$ cat config.mk
export PLATFORM = sky130hd
export DESIGN_NAME = rst_seq_ctrl
export DESIGN_NICKNAME = d
export VERILOG_FILES = /design/src/rtl/rst_seq_ctrl.sv
export SDC_FILE = /design/constraint.sdc
export NUM_CORES = 1
export LEC_CHECK = 0
export BUFFER_PORTS_ARGS = -buffer_cell sky130_fd_sc_hd__buf_2
export CAP_MARGIN = 40
export CORE_MARGIN = 3
export CORE_UTILIZATION = 30
export CTS_CLUSTER_DIAMETER = 100
export DETAILED_ROUTE_END_ITERATION = 6
export RECOVER_POWER = 25
export SLEW_MARGIN = 10
export SYNTH_ARGS = -nofsm -noshare
export SYNTH_HDL_FRONTEND = slang
export SYNTH_SLANG_ARGS = --single-unit
$ cat constraint.sdc
create_clock -name clk -period 3.75 [get_ports clk]
set_input_delay 0.5625 -clock clk [delete_from_list [all_inputs] [get_ports clk]]
set_output_delay 0.5625 -clock clk [all_outputs]
set_load 0.01 [all_outputs]
$ cat src/rtl/rst_seq_ctrl.sv
// Reset sequencer: holds the core in reset after a synchronized release, runs it, and latches how the run ended.
// Define RST_SEQ_WATCHDOG_EN to compile in the run-cycle watchdog (TIMEOUT state).
module rst_seq_ctrl #(
    parameter int HOLD_CYCLES    = 2,
    parameter int TIMEOUT_CYCLES = 100004,
    parameter int CNT_W          = 32
) (
    input  logic             clk,
    input  logic             rst_n,
    input  logic             err,
    input  logic             halt,
    output logic             core_rst,
    output logic             running,
    output logic             stop,
    output logic [1:0]       status,
    output logic [CNT_W-1:0] cycle_count
);

    localparam logic [2:0] S_RESET   = 3'd0;
    localparam logic [2:0] S_HOLD    = 3'd1;
    localparam logic [2:0] S_RUN     = 3'd2;
    localparam logic [2:0] S_DONE    = 3'd3;
    localparam logic [2:0] S_ERROR   = 3'd4;
    localparam logic [2:0] S_TIMEOUT = 3'd5;

`ifdef RST_SEQ_WATCHDOG_EN
    localparam logic [CNT_W-1:0] TMO = CNT_W'(TIMEOUT_CYCLES);
`else
    localparam int unused_tmo = TIMEOUT_CYCLES;
`endif

    logic             sync1, sync2;
    logic [2:0]       state, state_n;
    logic [7:0]       hold_cnt, hold_n;
    logic [CNT_W-1:0] cnt_n, cnt_inc;
    logic [1:0]       status_n;

    assign cnt_inc = (cycle_count == '1) ? cycle_count : cycle_count + 1'b1;

    // RESET leaves on the edge where the second synchronizer flop captures the release.
    always_comb begin
        state_n = state;
        hold_n  = hold_cnt;
        cnt_n   = cycle_count;
        case (state)
            S_RESET: begin
                if (sync1) begin
                    state_n = S_HOLD;
                    hold_n  = 8'd0;
                end
            end
            S_HOLD: begin
                if (sync2) begin
                    if (hold_cnt == 8'(HOLD_CYCLES - 1)) state_n = S_RUN;
                    else                                 hold_n  = hold_cnt + 8'd1;
                end
            end
            S_RUN: begin
                if (err)       state_n = S_ERROR;
                else if (halt) state_n = S_DONE;
                else begin
                    cnt_n = cnt_inc;
`ifdef RST_SEQ_WATCHDOG_EN
                    if (cnt_inc == TMO) state_n = S_TIMEOUT;
`endif
                end
            end
            default: ;
        endcase
    end

    always_comb begin
        status_n = 2'b00;
        case (state_n)
            S_DONE:    status_n = 2'b01;
            S_ERROR:   status_n = 2'b10;
            S_TIMEOUT: status_n = 2'b11;
            default:   status_n = 2'b00;
        endcase
    end

    // Outputs are registered from the next state so they change on the same edge as the state.
    always_ff @(posedge clk or negedge rst_n) begin
        if (!rst_n) begin
            sync1       <= 1'b0;
            sync2       <= 1'b0;
            state       <= S_RESET;
            hold_cnt    <= 8'd0;
            core_rst    <= 1'b1;
            running     <= 1'b0;
            stop        <= 1'b0;
            status      <= 2'b00;
            cycle_count <= '0;
        end else begin
            sync1       <= 1'b1;
            sync2       <= sync1;
            state       <= state_n;
            hold_cnt    <= hold_n;
            core_rst    <= (state_n == S_RESET) || (state_n == S_HOLD);
            running     <= (state_n == S_RUN);
            stop        <= (state_n == S_DONE) || (state_n == S_ERROR) || (state_n == S_TIMEOUT);
            status      <= status_n;
            cycle_count <= cnt_n;
        end
    end

endmodule

==> impl_results.rst, run 1 <==
.. list-table::
   :header-rows: 1

   * - Metric
     - Value
   * - Run status
     - complete, but fails checks
   * - Failing checks
     - max-capacitance violations, max-slew violations
   * - Starting utilization of the core area
     - 31.54%
   * - Highest routed metal layer
     - met4
   * - Critical Path Start Type
     - primary input
   * - Worst-Margin Slew
     - 1.698 ns
   * - Number of enable-type register cells in the synthesized netlist
     - 0
   * - Top cell type's share of synthesized area
     - 49.54%
   * - Clock root buffer
     - clkbuf_8
   * - Clock buffer depth
     - 2
   * - Worst-path maximum fanout
     - 32
   * - Number of top-level design ports
     - 41
   * - Post-synth top flop
     - dfrtp_1
   * - Final worst-path setup slack
     - 1.212 ns
   * - Average routed wire per standard cell
     - 14.51 µm
   * - DIE HEIGHT
     - 96.83 µm
   * - Floorplan core area
     - 0.007848 mm²
   * - Resized cells post-CTS
     - 0
   * - Remaining global-route overflow
     - 0
   * - Later-pin clock latency in the skew report
     - 0.30 ns
   * - Vias per cell
     - 5.141
   * - Routed wire length on met3
     - 321 µm
   * - Cell count after synthesis
     - 245
   * - Clock skew
     - 0.008821 ns
   * - Post-CTS Setup Repair Bufs
     - 0
   * - Proportion of layout cells with a drive suffix above 1
     - 18.40%
   * - Synth top area cells
     - dfrtp_1 (50%), xnor2_1 (5.7%), xor2_1 (5.7%), nand3_1 (3.6%), nand4_1 (2.5%)
   * - Worst path arrival time
     - 2.64 ns
   * - Ordered list of cells on the worst path
     - clkbuf_1 -> clkbuf_1
   * - Global-route wire length before repair
     - 9811 µm
   * - Nets
     - 294
   * - Sequential area share after synthesis
     - 50.61%
   * - Total length of routed met2 wires
     - 2401 µm
   * - Static Leak
     - 1.393 nW
   * - Post-DP HPWL
     - 4227 µm
   * - Overall routed net length
     - 5659 µm
   * - Summed negative setup slack over all endpoints
     - 0 ns
   * - Type of destination of the critical path
     - asynchronous set/reset pin
   * - Final slew viol count
     - 33
   * - TritonCTS clock tree
     - built
   * - Diode insertion count for antenna repair
     - 0
   * - Vias in the first global route
     - 1937
   * - Synthesized flop and latch total
     - 50
   * - Master of the slowest instance on the critical path
     - clkbuf_1
   * - Area of the die
     - 0.009375 mm²
   * - Most common library cells after synthesis
     - dfrtp_1 (49), nand3_1 (18), nor2_1 (16), xnor2_1 (16), xor2_1 (16)
   * - Length of routed wiring on met1
     - 2853 µm
   * - PwrDens
     - 323.7 mW/mm²
   * - Most area-hungry cell type in the Yosys netlist
     - dfrtp_1
   * - Area of the mapped netlist
     - 0.002475 mm²
   * - Post-layout util
     - 36.72%
   * - Detailed-routing iteration count for the pre-antenna-repair pass
     - 4
   * - Area grow syn2layout
     - 16.43%
   * - CTS buffer count
     - 5
   * - Most common cell in the netlist
     - dfrtp_1
   * - RSZ-0062 raised after global routing
     - no
   * - Count of yosys warnings during synthesis
     - 0
   * - Net Count, Synth
     - 252
   * - Final setup violation count
     - 0
   * - Most frequent CP cell
     - clkbuf_1
   * - Unique cell type count in the Yosys netlist
     - 41
   * - Antenna violations before repair
     - 0
   * - H-tree lvl count
     - 2
   * - Dpl ws
     - 1.220 ns
   * - Placer congestion estimate
     - 0.8284
   * - Pin count of the biggest net entering global routing
     - 33
   * - Classification of the worst-slack hold path
     - primary input to asynchronous set/reset pin
   * - DRT antenna net count
     - 0
   * - Rows
     - 32
   * - Type of the worst setup path
     - primary input to asynchronous set/reset pin
   * - Endpoint required time on the critical path
     - 3.85 ns
   * - Worst path bufs/invs
     - 2
   * - Power, Total
     - 0.0009327 W
   * - CTS hold repair buffers
     - 0
   * - Ratio of final minimum period to clock period
     - 67.67%
   * - Port Buf Inserts
     - 40
   * - Final critical delay including setup and external delays
     - 2.538 ns
   * - Fraction of registers with async set or reset after synthesis
     - 100.0%
   * - Worst path top cell family by delay
     - buffers and inverters
   * - Final Hold Vio Count
     - 0
   * - Fmax
     - 394.1 MHz
   * - Mean instance size in the synthesized netlist
     - 10.10 µm²
   * - GRT Util Overall
     - 12.75%
   * - # Max-Cap Violations
     - 1
   * - Relative slew slack
     - -13.19%
   * - DRC violation count after routing
     - 0
   * - Horiz. Die Dim
     - 96.83 µm
   * - Total number of vias
     - 2005
   * - Sinks on the clock net
     - 50
   * - Clock Pin Slew Worst Setup and Hold Paths
     - 0.09 ns
   * - Max VDD drop
     - 0.1531 mV
   * - Longest individual stage delay on the worst path
     - 1.30 ns
   * - Violation count after the first detailed-route iteration
     - 100
per-stage QoR:
step / area (µm²) / hold WS [ns] / std cells
final: 2882 / 0.4173 / 390
after detailed placement: 2778 / 0.4163 / 382
after floorplan: 2475 / 0.2669 / 245
after global placement: 2778 / 0.4012 / 382
after global routing: 2882 / 0.4619 / 390
after CTS: 2887 / 0.1974 / 390
path summary, 6_finish.rpt:
check,startpoint,end,slack (ns),cells after the start
setup / recovery,rst_n,cycle_count[25],1.21,2
hold / removal,rst_n,status[0],0.42,1
setup reg to reg,state[1],cycle_count[20],1.32,5
hold reg to reg,sync1,sync2,0.44,0
max in group clk,state[1],cycle_count[20],1.32,5
min in group clk,sync1,sync2,0.44,0
state kept, by name (all words and copies together), names as in the netlist:
signal,flops
cycle_count,32
hold_cnt,8
state,3
status,2
core_rst,1
running,1
stop,1
sync1,1
sync2,1
report_power, final:
part           internal [W]  leakage (nW)  switching (W)   total, W
Sequential         0.000540         0.664     0.00000177   0.000542
Combinational    0.00000220         0.671      0.0000133  0.0000155
Clock              0.000197        0.0579       0.000179   0.000376
Total              0.000739          1.39       0.000194   0.000933
kinds of logic (layout without fill, tap and decap cells):
kind of cell | Yosys count | in the layout | share of synthesized area [%]
muxes | 4 | 4 | 1.668
xor gates and xnor gates | 32 | 32 | 11.32
buffers and inverters | 14 | 57 | 2.528
DFF | 50 | 50 | 50.61
AOI/OAI and AO/OA | 37 | 37 | 9.708
other | 1 | 1 | 0.1515
adders and majority gates | 3 | 3 | 1.517
and+or+nand+nor | 104 | 104 | 22.50
per-layer routing:
metal	vias to the layer above	track usage, %
met5	-	0
met4	0	4.752
met3	6	3.605
met2	58	17.57
met1	968	18.80
li1	973	-
layout by cell type, fill, tap and decap left out, drive strengths merged, types with 2 or more instances in the layout:
cell     Yosys  final
a21oi       10     10
a31oi        4      4
a41oi        2      2
and2         6      6
and3         9      9
and4         2      2
buf          3     39
clkbuf       3      7
clkinv       0      2
dfrtp       49     49
ha           3      3
inv          8      8
mux2i        3      3
nand2       15     15
nand3       18     18
nand4       10     10
nor2        16     16
nor3        10     10
nor4         6      6
o2111ai      2      2
o211ai       4      4
o21ai        8      8
or2          2      2
or3          5      5
xnor2       16     16
xor2        16     16
cell type report:
class	count	area (µm²)
tap	102	127.6
clock buffer	5	68.82
timing repair buffer	41	202.7
fill	806	4966
multi-input combinational	181	1160
inverter	8	30.03
sequential	50	1252
clock inverter	3	40.04
(Power assumes the default switching activity.)
==> run 2, diff against run 1 <==
--- a/config.mk
+++ b/config.mk
@@ -5,6 +5,7 @@
 export SDC_FILE = /design/constraint.sdc
 export NUM_CORES = 1
 export LEC_CHECK = 0
+export ABC_AREA = 1
 export BUFFER_PORTS_ARGS = -buffer_cell sky130_fd_sc_hd__buf_2
 export CAP_MARGIN = 40
 export CORE_MARGIN = 3
==> constraint.sdc (replaced) <==
create_clock -name clk -period 2.1 [get_ports clk]
set_input_delay 0.315 -clock clk [delete_from_list [all_inputs] [get_ports clk]]
set_output_delay 0.315 -clock clk [all_outputs]
set_load 0.01 [all_outputs]
==> run 2 against run 1 <==
Compared with the run above:
- critical path depth grew 7
- the flow now finishes without violations
- worst setup slack got worse by 0.96 ns
- area after synthesis rose by 25%
- clock skew rose by 0.0022 ns
- combinational power up 68%
- synthesized cell count grew 86%
- flip-flop and latch count stayed put
- wire length up 32%
- sequential power is 78% higher
==> impl_results.rst, run 2 <==
.. list-table::
   :header-rows: 1

   * - Metric
     - Value
   * - Run status
     - completed
   * - Ratio of final minimum period to clock period
     - 88.18%
   * - Most common cell in the netlist
     - nand2_1
   * - Final instance count without filler cells
     - 636 (+63%)
   * - Type of destination of the critical path
     - register
   * - Area of the die
     - 0.01155 mm² (+23%)
   * - PwrDens
     - 473.1 mW/mm² (+46%)
   * - Clock buffer depth
     - 2 (unchanged)
   * - # Max-Cap Violations
     - 0 (-1)
   * - Rows
     - 36 (+13%)
   * - Floorplan core area
     - 0.009910 mm² (+26%)
   * - Relative slew slack
     - 37.84% (+51 points)
   * - DIE HEIGHT
     - 107.5 µm (+11%)
   * - Power, Total
     - 0.001683 W (+80%)
   * - Crit path launch
     - cycle_count[1]
   * - Resized cells post-CTS
     - 0 (unchanged)
   * - Fraction of registers with async set or reset after synthesis
     - 100.0% (unchanged)
   * - Horiz. Die Dim
     - 107.5 µm (+11%)
   * - Remaining global-route overflow
     - 0 (unchanged)
   * - Later-pin clock latency in the skew report
     - 0.31 ns (about the same)
   * - Clock root buffer
     - clkbuf_8
   * - Starting utilization of the core area
     - 31.16% (-0.38 points)
   * - GRT Util Overall
     - 13.89% (+1.1 points)
   * - Type of the worst setup path
     - register to register
   * - Post-DP HPWL
     - 5782 µm (+37%)
   * - Cell count after synthesis
     - 455 (+86%)
   * - Proportion of layout cells with a drive suffix above 1
     - 13.52% (-4.9 points)
   * - Cell count of the worst reg-to-reg path
     - 9 (+4)
   * - Most area-hungry cell type in the Yosys netlist
     - dfrtp_1
   * - Final worst hold slack
     - 0.3110 ns (-0.1063 ns)
   * - Dpl ws
     - 0.2550 ns (-0.9645 ns)
   * - Synth top area cells
     - dfrtp_1 (40%), nand2_1 (27%), nor2_1 (7.9%), xor2_1 (4.0%), nand3b_1 (3.6%)
   * - Total number of vias
     - 2841 (+42%)
   * - CTS hold repair buffers
     - 1 (+1)
   * - Worst-path maximum fanout
     - 22 (-31%)
   * - Average routed wire per standard cell
     - 11.75 µm (-19%)
   * - Endpoint required time on the critical path
     - 2.34 ns (-1.51 ns)
   * - Post-synth top flop
     - dfrtp_1
   * - Worst-Margin Slew
     - 0.9324 ns (-0.7654 ns)
   * - Top cell type's share of synthesized area
     - 39.71% (-9.8 points)
   * - Violation count after the first detailed-route iteration
     - 103 (+3.0%)
   * - Vias in the first global route
     - 2692 (+39%)
   * - Sinks on the clock net
     - 50 (unchanged)
   * - Number of cells on the worst hold path
     - 3
   * - Clock Pin Slew Worst Setup and Hold Paths
     - 0.10 ns (about the same)
   * - Fmax
     - 540.0 MHz
   * - Unique cell type count in the Yosys netlist
     - 26 (-37%)
   * - CTS buffer count
     - 5 (unchanged)
   * - Critical Path Start Type
     - register
   * - Number of enable-type register cells in the synthesized netlist
     - 0 (unchanged)
   * - Area grow syn2layout
     - 15.23%
   * - End of the worst register-to-register path
     - cycle_count[0]
   * - Global-route wire length before repair
     - 12780 µm (+30%)
   * - Static Leak
     - 1.796 nW (+29%)
   * - Detailed-routing iteration count for the pre-antenna-repair pass
     - 4 (unchanged)
   * - Nets
     - 509 (+73%)
   * - Number of filler cells placed in the layout
     - 1076 (+33%)
   * - Clock skew
     - 0.01099 ns (+0.002168 ns)
   * - Worst path arrival time
     - 2.09 ns (-0.55 ns)
   * - Number of top-level design ports
     - 41 (unchanged)
   * - Overall routed net length
     - 7470 µm (+32%)
   * - Min-Delay Endpoint
     - state[2]
   * - Final worst-path setup slack
     - 0.2482 ns (-0.9640 ns)
   * - Max FFs per register
     - 32 (unchanged)
   * - Final slew viol count
     - 0 (-100%)
   * - Most frequent cells in the layout
     - nand2_1 (223), nor2_1 (65), dfrtp_1 (49), buf_2 (39), inv_1 (28)
   * - Count of yosys warnings during synthesis
     - 0 (unchanged)
   * - Final setup violation count
     - 0 (unchanged)
   * - Sequential area share after synthesis
     - 40.56% (-10 points)
   * - Synthesized flop and latch total
     - 50 (unchanged)
   * - Launch instance of the worst min-delay path
     - err
   * - Summed negative setup slack over all endpoints
     - 0 ns (unchanged)
   * - Net Count, Synth
     - 462 (+83%)
   * - Leading cell type in the layout, fill and taps excluded
     - nand2_1
   * - Area of the mapped netlist
     - 0.003088 mm² (+25%)
   * - Largest registers ranked by flip-flop count
     - cycle_count x32, hold_cnt x8, state x3
   * - DRC violation count after routing
     - 0 (unchanged)
   * - Port Buf Inserts
     - 40 (unchanged)
   * - Vias per cell
     - 4.467 (-13%)
   * - Post-CTS Setup Repair Bufs
     - 0 (unchanged)
   * - Final critical delay including setup and external delays
     - 1.852 ns
   * - Most common library cells after synthesis
     - nand2_1 (223), nor2_1 (65), dfrtp_1 (49), inv_1 (28), nand3b_1 (15)
   * - DRT antenna net count
     - 0 (unchanged)
   * - Diode insertion count for antenna repair
     - 0 (unchanged)
   * - Mean instance size in the synthesized netlist
     - 6.787 µm² (-33%)
   * - FF-to-FF Start
     - cycle_count[1]
   * - H-tree lvl count
     - 2 (unchanged)
   * - Placed cell count
     - 627 (+64%)
   * - Pin count of the biggest net entering global routing
     - 28 (-15%)
   * - Final Hold Vio Count
     - 0 (unchanged)
   * - Reg2Reg Setup Slack
     - 0.25 ns (-1.07 ns)
   * - TritonCTS clock tree
     - built
   * - Classification of the worst-slack hold path
     - primary input to register
   * - Placer congestion estimate
     - 0.8769 (+5.9%)
   * - Antenna violations before repair
     - 0 (unchanged)
   * - RSZ-0062 raised after global routing
     - no
   * - Max VDD drop
     - 0.2614 mV (+71%)
   * - Register with the most flip-flops
     - cycle_count
-- run 2: cell types whose count changed after synthesis, sizes merged, moves of 9 or more --
cell    before  now
nand3b       0   15
and3         9    0
inv          8   30
nor3        10    0
nor2        16   73
nand2       15  229
xnor2       16    5
-- run 2: cell type report --
type                    count  area, µm²  share of cell area (%)
flip-flops and latches     50       1252                   35.20
inverters                  30      115.1                   3.235
repair buffers             47      247.7                   6.962
clock inverters             2      37.54                   1.055
multi-input cells         368       1667                   46.84
clock buffers               6      72.57                   2.039
well taps                 133      166.4                   4.677
-- run 2: cells by family after synthesis --
kind of cell,Yosys count,share of synthesized area [%]
AO/OA/AOI/OAI,14,2.269
XOR/XNOR,19,5.389
other,1,0.1214
AND/OR/NAND/NOR,331,44.98
buffers and inverters,37,5.470
adder cells (fa/ha/maj),3,1.216
flip-flops,50,40.56
-- run 2: routing by layer --
metal / vias up / GRT usage [%] / wire length, µm
met2: 48 / 23.50 / 3617
met3: 13 / 3.419 / 265
li1: 1484 / - / -
met1: 1296 / 17.59 / 3450
met5: - / 0 / 0
met4: 0 / 3.968 / 137
-- run 2: where the power goes --
group	switching (W)	total [W]	internal, W
Clock	0.000337	0.000692	0.000356
Sequential	0.00000101	0.000965	0.000964
Combinational	0.0000216	0.0000260	0.00000441
-- run 2: worst max path at each step --
| stage | slack (ns) | cells after the start | to |
|---|---|---|---|
| CTS | 0.22 | 9 | cycle_count[0] |
| finish | 0.25 | 9 | cycle_count[0] |
| global route | 0.06 | 9 | cycle_count[0] |
| detailed placement | 0.25 | 9 | cycle_count[0] |
| floorplan | 0.40 | 11 | cycle_count[16] |
| global placement | 0.31 | 9 | cycle_count[0] |
-- run 2: through the flow --
step           utilization, %  area (µm²)
2_1_floorplan               -        3088
3_3_place_gp            34.77        3446
3_5_place_dp            34.77        3446
4_1_cts                 35.98        3566
5_1_grt                 35.91        3558
6_report                35.91        3558
-- run 2: worst max-delay path, cell delays in order (launching register included) --
cell	delay, ns
dfrtp_1	0.39
ha_1	0.29
inv_2	0.05
nor2_2	0.14
nand2_2	0.11
nor2_4	0.16
nand2_4	0.09
nand2_8	0.15
buf_4	0.23
xor2_1	0.16
==> run 3, diff against run 2 <==
--- a/config.mk
+++ b/config.mk
@@ -5,7 +5,6 @@
 export SDC_FILE = /design/constraint.sdc
 export NUM_CORES = 1
 export LEC_CHECK = 0
-export ABC_AREA = 1
 export BUFFER_PORTS_ARGS = -buffer_cell sky130_fd_sc_hd__buf_2
 export CAP_MARGIN = 40
 export CORE_MARGIN = 3
==> run 3 against run 2 <==
Compared with the run above:
- register-to-register slack worse by 0.21 ns
- flip-flop and latch count unchanged
- critical path depth shrank 4
- worst setup slack worse by 0.21 ns
- maximum frequency fell by 10%
- utilization rose by 3.6 points
- critical endpoint is now cycle_count[18]
==> impl_results.rst, run 3 (synthesis results as in run 1) <==
.. list-table::
   :header-rows: 1

   * - Metric
     - Value
   * - Ratio of final minimum period to clock period
     - 98.10% (+9.9 points)
   * - Classification of the worst-slack hold path
     - primary input to register
   * - Largest registers ranked by flip-flop count
     - cycle_count x32, hold_cnt x8, state x3
   * - Reg2Reg Setup Slack
     - 0.04 ns (-0.21 ns)
   * - H-tree lvl count
     - 2 (unchanged)
   * - Total number of vias
     - 2099 (-26%)
   * - Worst path top cell family by delay
     - simple AND/OR/NAND/NOR gates
   * - # Max-Cap Violations
     - 0 (unchanged)
   * - Placer congestion estimate
     - 0.8545 (-2.6%)
   * - Worst path arrival time
     - 2.29 ns (+0.20 ns)
   * - Final Hold Vio Count
     - 0 (unchanged)
   * - Register with the most flip-flops
     - cycle_count
   * - PwrDens
     - 502.1 mW/mm² (+6.1%)
   * - DRT antenna net count
     - 0 (unchanged)
   * - Max VDD drop
     - 0.2019 mV (-23%)
   * - GRT Util Overall
     - 12.67% (-1.2 points)
   * - Average routed wire per standard cell
     - 13.98 µm (+19%)
   * - Number of cells on the worst hold path
     - 3 (unchanged)
   * - Diode insertion count for antenna repair
     - 0 (unchanged)
   * - Antenna violations before repair
     - 0 (unchanged)
   * - Clock Pin Slew Worst Setup and Hold Paths
     - 0.10 ns (about the same)
   * - Post-DP HPWL
     - 4369 µm (-24%)
   * - Leading cell type in the layout, fill and taps excluded
     - dfrtp_1
   * - Starting utilization of the core area
     - 31.54% (+0.38 points)
   * - Run status
     - completed
   * - DRC violation count after routing
     - 0 (unchanged)
   * - Min-Delay Endpoint
     - state[2]
   * - Master of the slowest instance on the critical path
     - or4b_4
   * - End of the worst register-to-register path
     - cycle_count[18]
   * - Final setup violation count
     - 0 (unchanged)
   * - Detailed-routing iteration count for the pre-antenna-repair pass
     - 4 (unchanged)
   * - Horiz. Die Dim
     - 96.83 µm (-9.9%)
   * - Longest individual stage delay on the worst path
     - 0.54 ns (+0.15 ns)
   * - Later-pin clock latency in the skew report
     - 0.30 ns (about the same)
   * - Max FFs per register
     - 32 (unchanged)
   * - Final instance count without filler cells
     - 414 (-35%)
   * - Relative slew slack
     - 14.04% (-24 points)
   * - FF-to-FF Start
     - state[0]
   * - Violation count after the first detailed-route iteration
     - 56 (-46%)
   * - Sinks on the clock net
     - 50 (unchanged)
   * - RSZ-0062 raised after global routing
     - yes
   * - Worst path bufs/invs
     - 0 (-2)
   * - Ordered list of cells on the worst path
     - or4b_4 -> or4_4 -> a211oi_4 -> and3_1 -> xor2_1
   * - Type of the worst setup path
     - register to register
   * - TritonCTS clock tree
     - built
   * - DIE HEIGHT
     - 96.83 µm (-9.9%)
   * - Launch instance of the worst min-delay path
     - err
   * - Critical Path Start Type
     - register
   * - Clock root buffer
     - clkbuf_8
   * - Static Leak
     - 1.513 nW (-16%)
   * - Number of top-level design ports
     - 41 (unchanged)
   * - Nets
     - 318 (-38%)
   * - Area grow syn2layout
     - 25.33%
   * - Type of destination of the critical path
     - register
   * - Vias per cell
     - 5.070 (+14%)
   * - Path length in cells of the critical path
     - 5 (-4)
   * - Final slew viol count
     - 0 (unchanged)
   * - Worst-path maximum fanout
     - 4 (-82%)
   * - Worst-Margin Slew
     - 1.289 ns (+0.3570 ns)
   * - Rows
     - 32 (-11%)
   * - Cell count of the worst reg-to-reg path
     - 5 (-4)
   * - Floorplan core area
     - 0.007848 mm² (-21%)
   * - Global-route wire length before repair
     - 9784 µm (-23%)
   * - Clock buffer depth
     - 2 (unchanged)
   * - Summed negative setup slack over all endpoints
     - 0 ns (unchanged)
   * - Proportion of layout cells with a drive suffix above 1
     - 26.60% (+13 points)
   * - Overall routed net length
     - 5787 µm (-23%)
   * - Placed cell count
     - 405 (-35%)
   * - Port Buf Inserts
     - 40 (unchanged)
   * - Area of the die
     - 0.009375 mm² (-19%)
   * - Most frequent cells in the layout
     - dfrtp_1 (49), buf_2 (39), buf_4 (23), nand3_1 (18)
   * - Pin count of the biggest net entering global routing
     - 30 (+7.1%)
   * - Power, Total
     - 0.001557 W (-7.5%)
   * - Vias in the first global route
     - 2019 (-25%)
   * - Finished layout cell area
     - 0.003102 mm² (-13%)
   * - Final critical delay including setup and external delays
     - 2.060 ns (+0.2084 ns)
   * - Clock skew
     - 0.01179 ns (+0.0008048 ns)
   * - Endpoint required time on the critical path
     - 2.33 ns (about the same)
   * - Remaining global-route overflow
     - 0 (unchanged)
   * - CTS buffer count
     - 5 (unchanged)
   * - Fmax
     - 485.4 MHz (-10%)
   * - Instance area at placement
     - 0.002974 mm² (-14%)
-- run 3: cell types whose count changed in the layout (fill, tap and decap cells not counted), moves of 6 or more --
cell / change
nand2_1: -208
nor2_1: -49
inv_1: -20
buf_4: +19
nand3b_1: -15
xnor2_1: +11
and3_1: +9
a21oi_1: +8
nor3_1: +8
nand3_1: +7
nand4_1: +7
and2_1: +6
-- run 3: routing by layer --
layer / up-vias / global-route usage, % / routed length [µm]
met2: 34 / 20.97 / 2938
met3: 4 / 3.605 / 241
met5: - / 0 / 0
met4: 0 / 4.320 / 51
met1: 1035 / 15.86 / 2556
li1: 1026 / - / -
-- run 3: final cells by class --
| class | instances | area (µm²) |
|---|---|---|
| fillers | 803 | 4746 |
| flip-flops and latches | 50 | 1252 |
| multi-input cells | 181 | 1200 |
| repair buffers | 65 | 401.6 |
| well taps | 102 | 127.6 |
| clock buffers | 5 | 68.82 |
| inverters | 8 | 30.03 |
| clock inverters | 3 | 21.27 |
-- run 3: metrics by stage --
step                      utilization (%)  worst slack, ns  hold WS, ns
final                               39.52          0.03980       0.3289
after global routing                39.52         -0.03700       0.3321
after CTS                           39.24          0.04018       0.2979
after detailed placement            37.90         -0.06190       0.3300
after global placement              37.90        -0.001266       0.3156
after floorplan                         -         0.002373      0.01941
-- run 3: where the power goes --
part | switching (W) | total (W) | internal (W)
Sequential | 0.00000283 | 0.000967 | 0.000964
Combinational | 0.0000248 | 0.0000334 | 0.00000862
Clock | 0.000323 | 0.000557 | 0.000235
Total | 0.000350 | 0.00156 | 0.00121
-- run 3: worst min-delay path, stage by stage --
cell and delay [ns]:
buf_2 0.12, nand2_1 0.08, o21ai_0 0.07
-- run 3: repair_timing --
item                                   in CTS  in global routing
setup endpoints to repair                   1                 12
endpoints found under the hold margin      12                  0
resized for setup                           1                  4
setup buffers                               0                  0
hold buffers                                1                  0
pin swaps                                   0                  2
-- run 3: worst max path at each step --
stage | from | to | slack, ns
finish | state[0] | cycle_count[18] | 0.04
detailed placement | err | cycle_count[11] | -0.06
global placement | err | cycle_count[18] | -0.001
CTS | state[0] | cycle_count[20] | 0.04
floorplan | state[2] | cycle_count[18] | 0.002
global route | state[0] | cycle_count[9] | -0.04
